==> src/rtl/des_pkg.sv <==
// -----------------------------------------------------------------------------
// des_pkg
// Shared DES definitions used by the input stage and by the later
// final-permutation and output stages.
//   des_block_t  : 64-bit DES block, DES bit 1 held in vector bit 63
//   des_key56_t  : 56-bit PC-1 key (C0 in DES bits 1..28, D0 in 29..56)
//   des_state_t  : input-stage FSM states
//   IP_TABLE     : Initial Permutation, entry i = source bit of output bit i+1
//   PC1_TABLE    : Permuted Choice 1, entry i = source bit of output bit i+1
// -----------------------------------------------------------------------------
package des_pkg;

    typedef logic [63:0] des_block_t;
    typedef logic [55:0] des_key56_t;

    typedef enum logic [2:0] {
        KEY_HI,
        KEY_LO,
        TXT_HI,
        TXT_LO,
        OUT
    } des_state_t;

    // Table entries use DES numbering (1 = MSB of the source word).
    localparam int IP_TABLE [64] = '{
        58, 50, 42, 34, 26, 18, 10, 2,
        60, 52, 44, 36, 28, 20, 12, 4,
        62, 54, 46, 38, 30, 22, 14, 6,
        64, 56, 48, 40, 32, 24, 16, 8,
        57, 49, 41, 33, 25, 17,  9, 1,
        59, 51, 43, 35, 27, 19, 11, 3,
        61, 53, 45, 37, 29, 21, 13, 5,
        63, 55, 47, 39, 31, 23, 15, 7
    };

    localparam int PC1_TABLE [56] = '{
        57, 49, 41, 33, 25, 17,  9, 1,
        58, 50, 42, 34, 26, 18, 10, 2,
        59, 51, 43, 35, 27, 19, 11, 3,
        60, 52, 44, 36,
        63, 55, 47, 39, 31, 23, 15, 7,
        62, 54, 46, 38, 30, 22, 14, 6,
        61, 53, 45, 37, 29, 21, 13, 5,
        28, 20, 12, 4
    };

endpackage

==> src/rtl/des_input_stage_if.sv <==
// -----------------------------------------------------------------------------
// des_input_stage_if
// Bundles the word stream into the DES input stage and the block stream
// out of it.
//   s_data/s_valid/s_key_keep/s_ready : 32-bit word stream (DES bit 1 = MSB)
//   m_ip_text/m_key/m_parity_err      : permuted block handed to the round core
//   m_valid/m_ready                   : block handshake
// Modports:
//   slave  : the input stage itself (accepts words, produces blocks)
//   master : its environment (sends words, consumes blocks)
// -----------------------------------------------------------------------------
interface des_input_stage_if;
    import des_pkg::*;

    logic [31:0] s_data;
    logic        s_valid;
    logic        s_key_keep;
    logic        s_ready;

    des_block_t  m_ip_text;
    des_key56_t  m_key;
    logic        m_parity_err;
    logic        m_valid;
    logic        m_ready;

    modport slave (
        input  s_data,
        input  s_valid,
        input  s_key_keep,
        output s_ready,
        output m_ip_text,
        output m_key,
        output m_parity_err,
        output m_valid,
        input  m_ready
    );

    modport master (
        output s_data,
        output s_valid,
        output s_key_keep,
        input  s_ready,
        input  m_ip_text,
        input  m_key,
        input  m_parity_err,
        input  m_valid,
        output m_ready
    );

endinterface

==> src/rtl/des_perm_ip_pc1.sv <==
// -----------------------------------------------------------------------------
// des_perm_ip_pc1
// Purely combinational: Initial Permutation of the text block, PC-1 of the
// key, and the odd-parity check over the eight key bytes.
//   text_in    : 64-bit plaintext, DES bit 1 in [63]
//   key_in     : 64-bit key including parity bits, DES bit 1 in [63]
//   ip_out     : IP(text_in)
//   pc1_out    : PC-1(key_in) = {C0, D0}
//   parity_err : 1 when any key byte has even parity (0 if CHECK_PARITY = 0)
// -----------------------------------------------------------------------------
module des_perm_ip_pc1
    import des_pkg::*;
#(
    parameter bit CHECK_PARITY = 1'b1
)
(
    input  des_block_t text_in,
    input  des_block_t key_in,
    output des_block_t ip_out,
    output des_key56_t pc1_out,
    output logic       parity_err
);

    logic [7:0] byte_bad;

    // DES bit n lives at vector index (width - n), so output bit i+1 of
    // each table lands at index (width - 1 - i).
    for (genvar i = 0; i < 64; i++) begin : g_ip
        assign ip_out[63 - i] = text_in[64 - IP_TABLE[i]];
    end

    // PC-1 never selects bits 8, 16, ..., 64, so the parity bits drop out
    // of the key here.
    for (genvar i = 0; i < 56; i++) begin : g_pc1
        assign pc1_out[55 - i] = key_in[64 - PC1_TABLE[i]];
    end

    // A valid DES key byte has odd parity; flag each byte whose XOR is 0.
    for (genvar b = 0; b < 8; b++) begin : g_parity
        assign byte_bad[b] = ~(^key_in[63 - 8 * b -: 8]);
    end

    assign parity_err = CHECK_PARITY ? (|byte_bad) : 1'b0;

endmodule

==> src/rtl/des_input_stage.sv <==
// -----------------------------------------------------------------------------
// des_input_stage
// Front end of the DES datapath. Collects key and plaintext from a 32-bit
// word stream (key hi, key lo, text hi, text lo), applies IP and PC-1,
// checks key parity and presents the result through a registered
// valid/ready output. A transaction starting with s_key_keep = 1 reuses
// the stored key and sends only the two text words.
//   clk   : rising-edge clock
//   rst_n : synchronous active-low reset
//   bus   : des_input_stage_if.slave (word stream in, block stream out)
// -----------------------------------------------------------------------------
module des_input_stage
    import des_pkg::*;
#(
    parameter bit CHECK_PARITY = 1'b1
)
(
    input  logic                    clk,
    input  logic                    rst_n,
    des_input_stage_if.slave        bus
);

    des_state_t state;
    des_state_t state_next;

    logic       beat;
    logic       keep_hit;
    logic       key_stored;

    des_block_t key_q;
    logic [31:0] text_hi_q;

    des_block_t perm_ip;
    des_key56_t perm_key;
    logic       perm_err;

    des_block_t ip_q;
    des_key56_t key56_q;
    logic       perr_q;

    assign beat     = bus.s_valid && bus.s_ready;
    assign keep_hit = bus.s_key_keep && key_stored;

    // The last text word goes straight from the bus into the permutation
    // so the block is registered on the same edge the word is accepted.
    des_perm_ip_pc1 #(
        .CHECK_PARITY (CHECK_PARITY)
    ) u_perm (
        .text_in    ({text_hi_q, bus.s_data}),
        .key_in     (key_q),
        .ip_out     (perm_ip),
        .pc1_out    (perm_key),
        .parity_err (perm_err)
    );

    // FSM state register; reset drops any partial transaction and, since
    // m_valid decodes OUT, also clears m_valid on the same edge.
    always_ff @(posedge clk) begin
        if (!rst_n) begin
            state <= KEY_HI;
        end else begin
            state <= state_next;
        end
    end

    // Next state and handshake outputs. The stage advances one state per
    // accepted word and waits in OUT until the block is taken; s_ready is
    // low in OUT so no word can slip in on the transfer cycle.
    always_comb begin
        state_next  = state;
        bus.s_ready = 1'b1;
        bus.m_valid = 1'b0;
        case (state)
            KEY_HI: begin
                if (beat) begin
                    state_next = keep_hit ? TXT_LO : KEY_LO;
                end
            end
            KEY_LO: begin
                if (beat) begin
                    state_next = TXT_HI;
                end
            end
            TXT_HI: begin
                if (beat) begin
                    state_next = TXT_LO;
                end
            end
            TXT_LO: begin
                if (beat) begin
                    state_next = OUT;
                end
            end
            OUT: begin
                bus.s_ready = 1'b0;
                bus.m_valid = 1'b1;
                if (bus.m_ready) begin
                    state_next = KEY_HI;
                end
            end
            default: begin
                state_next = KEY_HI;
            end
        endcase
    end

    // Word capture and output register. In KEY_HI a kept-key transaction
    // routes the word into the text register and leaves the stored key
    // untouched, so the block recomputes the same PC-1 and parity result.
    // The key only counts as stored once both key words have arrived.
    // Output registers load only on the final text word, which keeps them
    // stable for as long as the block is held in OUT.
    always_ff @(posedge clk) begin
        if (!rst_n) begin
            key_q      <= '0;
            text_hi_q  <= '0;
            key_stored <= 1'b0;
            ip_q       <= '0;
            key56_q    <= '0;
            perr_q     <= 1'b0;
        end else if (beat) begin
            case (state)
                KEY_HI: begin
                    if (keep_hit) begin
                        text_hi_q <= bus.s_data;
                    end else begin
                        key_q[63:32] <= bus.s_data;
                    end
                end
                KEY_LO: begin
                    key_q[31:0] <= bus.s_data;
                    key_stored  <= 1'b1;
                end
                TXT_HI: begin
                    text_hi_q <= bus.s_data;
                end
                TXT_LO: begin
                    ip_q    <= perm_ip;
                    key56_q <= perm_key;
                    perr_q  <= perm_err;
                end
                default: begin
                end
            endcase
        end
    end

    assign bus.m_ip_text    = ip_q;
    assign bus.m_key        = key56_q;
    assign bus.m_parity_err = perr_q;

endmodule
==> src/flat_wrapper.sv <==
// flat-port wrapper written by rule: the top's interface ports become plain ports
module des_input_stage_flat import des_pkg::*;
#(
    parameter bit CHECK_PARITY = 1'b1
)
  (clk, rst_n, bus_s_data, bus_s_valid, bus_s_key_keep, bus_s_ready, bus_m_ip_text, bus_m_key, bus_m_parity_err, bus_m_valid, bus_m_ready);
  des_input_stage_if bus_i ();
  input  logic clk;
  input  logic rst_n;
  input wire logic [$bits(bus_i.s_data)-1:0] bus_s_data;
  input wire logic [$bits(bus_i.s_valid)-1:0] bus_s_valid;
  input wire logic [$bits(bus_i.s_key_keep)-1:0] bus_s_key_keep;
  output wire logic [$bits(bus_i.s_ready)-1:0] bus_s_ready;
  output wire logic [$bits(bus_i.m_ip_text)-1:0] bus_m_ip_text;
  output wire logic [$bits(bus_i.m_key)-1:0] bus_m_key;
  output wire logic [$bits(bus_i.m_parity_err)-1:0] bus_m_parity_err;
  output wire logic [$bits(bus_i.m_valid)-1:0] bus_m_valid;
  input wire logic [$bits(bus_i.m_ready)-1:0] bus_m_ready;
  assign bus_i.s_data = bus_s_data;
  assign bus_i.s_valid = bus_s_valid;
  assign bus_i.s_key_keep = bus_s_key_keep;
  assign bus_s_ready = bus_i.s_ready;
  assign bus_m_ip_text = bus_i.m_ip_text;
  assign bus_m_key = bus_i.m_key;
  assign bus_m_parity_err = bus_i.m_parity_err;
  assign bus_m_valid = bus_i.m_valid;
  assign bus_i.m_ready = bus_m_ready;
  des_input_stage #(.CHECK_PARITY(CHECK_PARITY)) u_core (.clk(clk), .rst_n(rst_n), .bus(bus_i));
endmodule
==> config.mk <==
export PLATFORM = sky130hd
export DESIGN_NAME = des_input_stage_flat
export DESIGN_NICKNAME = d
export VERILOG_FILES = /design/src/rtl/des_pkg.sv /design/src/rtl/des_input_stage_if.sv /design/src/rtl/des_perm_ip_pc1.sv /design/src/rtl/des_input_stage.sv /design/src/flat_wrapper.sv
export SDC_FILE = /design/constraint.sdc
export NUM_CORES = 1
export LEC_CHECK = 0
export ABC_CLOCK_PERIOD_IN_PS = 3900
export CORE_MARGIN = 1
export CORE_UTILIZATION = 45
export CTS_CLUSTER_DIAMETER = 30
export CTS_CLUSTER_SIZE = 25
export DETAILED_ROUTE_END_ITERATION = 10
export GPL_TIMING_DRIVEN = 0
export PLACE_DENSITY = 0.7
export SETUP_SLACK_MARGIN = 0.15
export SLEW_MARGIN = 10
export SYNTH_ARGS = -nofsm -noshare
export SYNTH_HDL_FRONTEND = slang
export SYNTH_SLANG_ARGS = --single-unit
==> constraint.sdc <==
create_clock -name clk -period 3.9 [get_ports clk]
set_input_delay 0.78 -clock clk [delete_from_list [all_inputs] [get_ports clk]]
set_output_delay 0.78 -clock clk [all_outputs]
set_load 0.005 [all_outputs]
==> metrics.yaml <==
fp.dieArea_sq_um: 19800
syn_to_final_growth_pct: 40.4
synthCells: 1026
pin_count: 160
clk_latency_ns: 0.52
route.detailed.drc: 0
globalRouteTotalUtil: 0.268
synth-seq-cells: 221
place_ws_ns: 1.16
fin_setup_tns_ns: 0
intPower_mw: 5.29
final_cells: 1524
mostFrequentLayoutCells: "nand2_1, dfxtp_1, clkdlybuf4s50_1"
cp_data_arrival_time_ns: 1.92
ir_drop_uv: 325
routed_wl_um: 26100
rsz0062_at_grt: "false"
start_util: 0.461
timing.final.crit_period_ns: 2.70
status: "complete, no violations"
syn_nets: 1063
ys_types: 27
gr-total-overflow: 0
dp.cells: 1445
switching_power_mw: 1.50
place_congestion: 0.857
power_mw: 6.80
setup_viol: 0
r2r_setup_slack_ns: 2.03
cts_resized: 0
dr.pass1.iters: 5
finalHoldViolCount: 0
cts_tree: "yes"
swShare: 0.221
min_path_type: "reg -> reg"
seqPwrFrac: 0.351
cts_max_level: 2
cts-root-buf: "clkbuf_16"
syn_area_sq_um: 8670
power_leakage_nw: 4.22
syn_avg_cell_area_sq_um: 8.45
finalWorstSetupSlack_ns: 1.20
crit_path_end_kind: "primary output"
layout_commonest_cell: "nand2_1"
fin_skew_ns: 0.0220
ant_nets: 0
diodes: 0
yosysSeqAreaShare: 0.510
cp_data_required_time_ns: 3.12
drt_iter0_markers: 400
vias: 7538
p_comb_frac: 0.068
core_sq_um: 18800
startpoint_type: "flip-flop"
grt_antenna_before_repair: 0
io_buffer_count: 159
row_count: 50
grt_pass1_vias: 7356
via_per_inst: 4.95
worstPathMaxFanout: 8
grt_pass1_wl_um: 40400
cts_setup_buffers: 0
yosys-top-cells-area: "dfxtp_1, nand2_1, a21boi_0"
layout-drive-gt1-share: 0.0902
p_per_area_nw_per_um2: 558
p_clk_frac: 0.581
fp.dieH_um: 141
fmax_ghz: 0.371
cts_buffer_depth: 3
timing.slew.headroom: 0.575
drv_slew: 0
timing.final.crit_share: 0.692
cap_violations: 0
path_class: "reg -> out"
nNetsFinal: 1268
yosysTopAreaCell: "dfxtp_1"
hpwl_um: 18700
cts_hold_buf: 0
cts_sinks: 221
hold_ws_ns: 0.445
worst_slew_pin_slew_ns: 0.632
clk_pin_slew_ns: 0.05
numCtsBuffers: 44
die_x_um: 141
synth_top_cell_area_share: 0.510
yosysWarnings: 0
grt_start_max_net_pins: 11
wire_per_inst_um: 17.2
-- per-stage QoR --
stage          utilization  area [sq um]
2_1_floorplan            -          8670
3_3_place_gp         0.562         10600
3_5_place_dp         0.562         10600
4_1_cts              0.647         12200
5_1_grt              0.647         12200
6_report             0.647         12200
-- state kept, by name (all words and copies together), names as in the netlist --
name and flops:
u_core.bus.m_ip_text 64, u_core.bus.m_key 56, u_core.text_hi_q 32, u_core.bus.m_parity_err 1, u_core.state 3, u_core.key_stored 1, u_core.key_q 64
-- power groups by stage --
stage	clock [mW]	combinational [mW]	sequential [mW]
2_1_floorplan	0	0.287	2.41
3_3_place_gp	0	0.451	2.42
3_5_place_dp	0	0.455	2.43
4_1_cts	3.98	0.460	2.38
5_1_grt	4.10	0.503	2.39
6_report	3.95	0.462	2.38
-- worst max-delay path, cell delays in order (launching register included) --
cell and delay (ns):
dfxtp_1 0.29, clkbuf_1 0.18, nor2_1 0.21, nand2_1 0.16, inv_1 0.08, clkdlybuf4s50_1 0.49
-- cells in the mapped netlist --
master	n
a21oi_1	2
o21ai_0	2
and2_1	1
or3_1	1
buf_2	28
buf_4	9
nand3b_1	1
xor2_1	5
and2b_1	1
nor3b_2	1
nand2b_1	3
and3_1	2
a21boi_1	87
a21boi_0	129
xnor2_1	52
nand4_1	1
a311oi_1	1
nor2_1	2
nand3_1	2
clkbuf_1	36
inv_1	1
nor4_1	1
dfxtp_1	221
a31oi_1	1
nor3_2	1
nand2_1	434
o21a_1	1
-- per-layer routing --
metal / wire (um) / global-route usage / up-vias
met5: 0 / 0 / -
met3: 1890 / 0.0737 / 51
met4: 837 / 0.109 / 0
met1: 11300 / 0.327 / 3552
met2: 12200 / 0.445 / 228
li1: - / - / 3707
-- kinds of logic after synthesis --
group | after synthesis | share of synthesized area
AND/OR/NAND/NOR | 451 | 0.201
XOR/XNOR | 57 | 0.0576
buffers and inverters | 74 | 0.0400
flip-flops | 221 | 0.510
AO/OA/AOI/OAI | 223 | 0.192
-- layout make-up --
type,count,area [sq um]
Fill cell,1583,6650
Multi-Input combinational cell,731,3900
Tap cell,260,325
Clock buffer,60,1290
Timing Repair Buffer,159,1590
Sequential cell,221,4420
Buffer,73,343
Inverter,1,3.75
Clock inverter,19,293
-- worst paths after layout --
path                                      startpoint                       to  cells past startpoint
worst max-delay path                 u_core.state[1]              bus_m_valid                      5
worst min-delay path            u_core.text_hi_q[27]  u_core.bus.m_ip_text[8]                      2
worst max register to register      u_core.key_q[42]  u_core.bus.m_parity_err                      6
worst min register to register  u_core.text_hi_q[27]  u_core.bus.m_ip_text[8]                      2
Note: power is estimated with default switching activity, not from simulation.
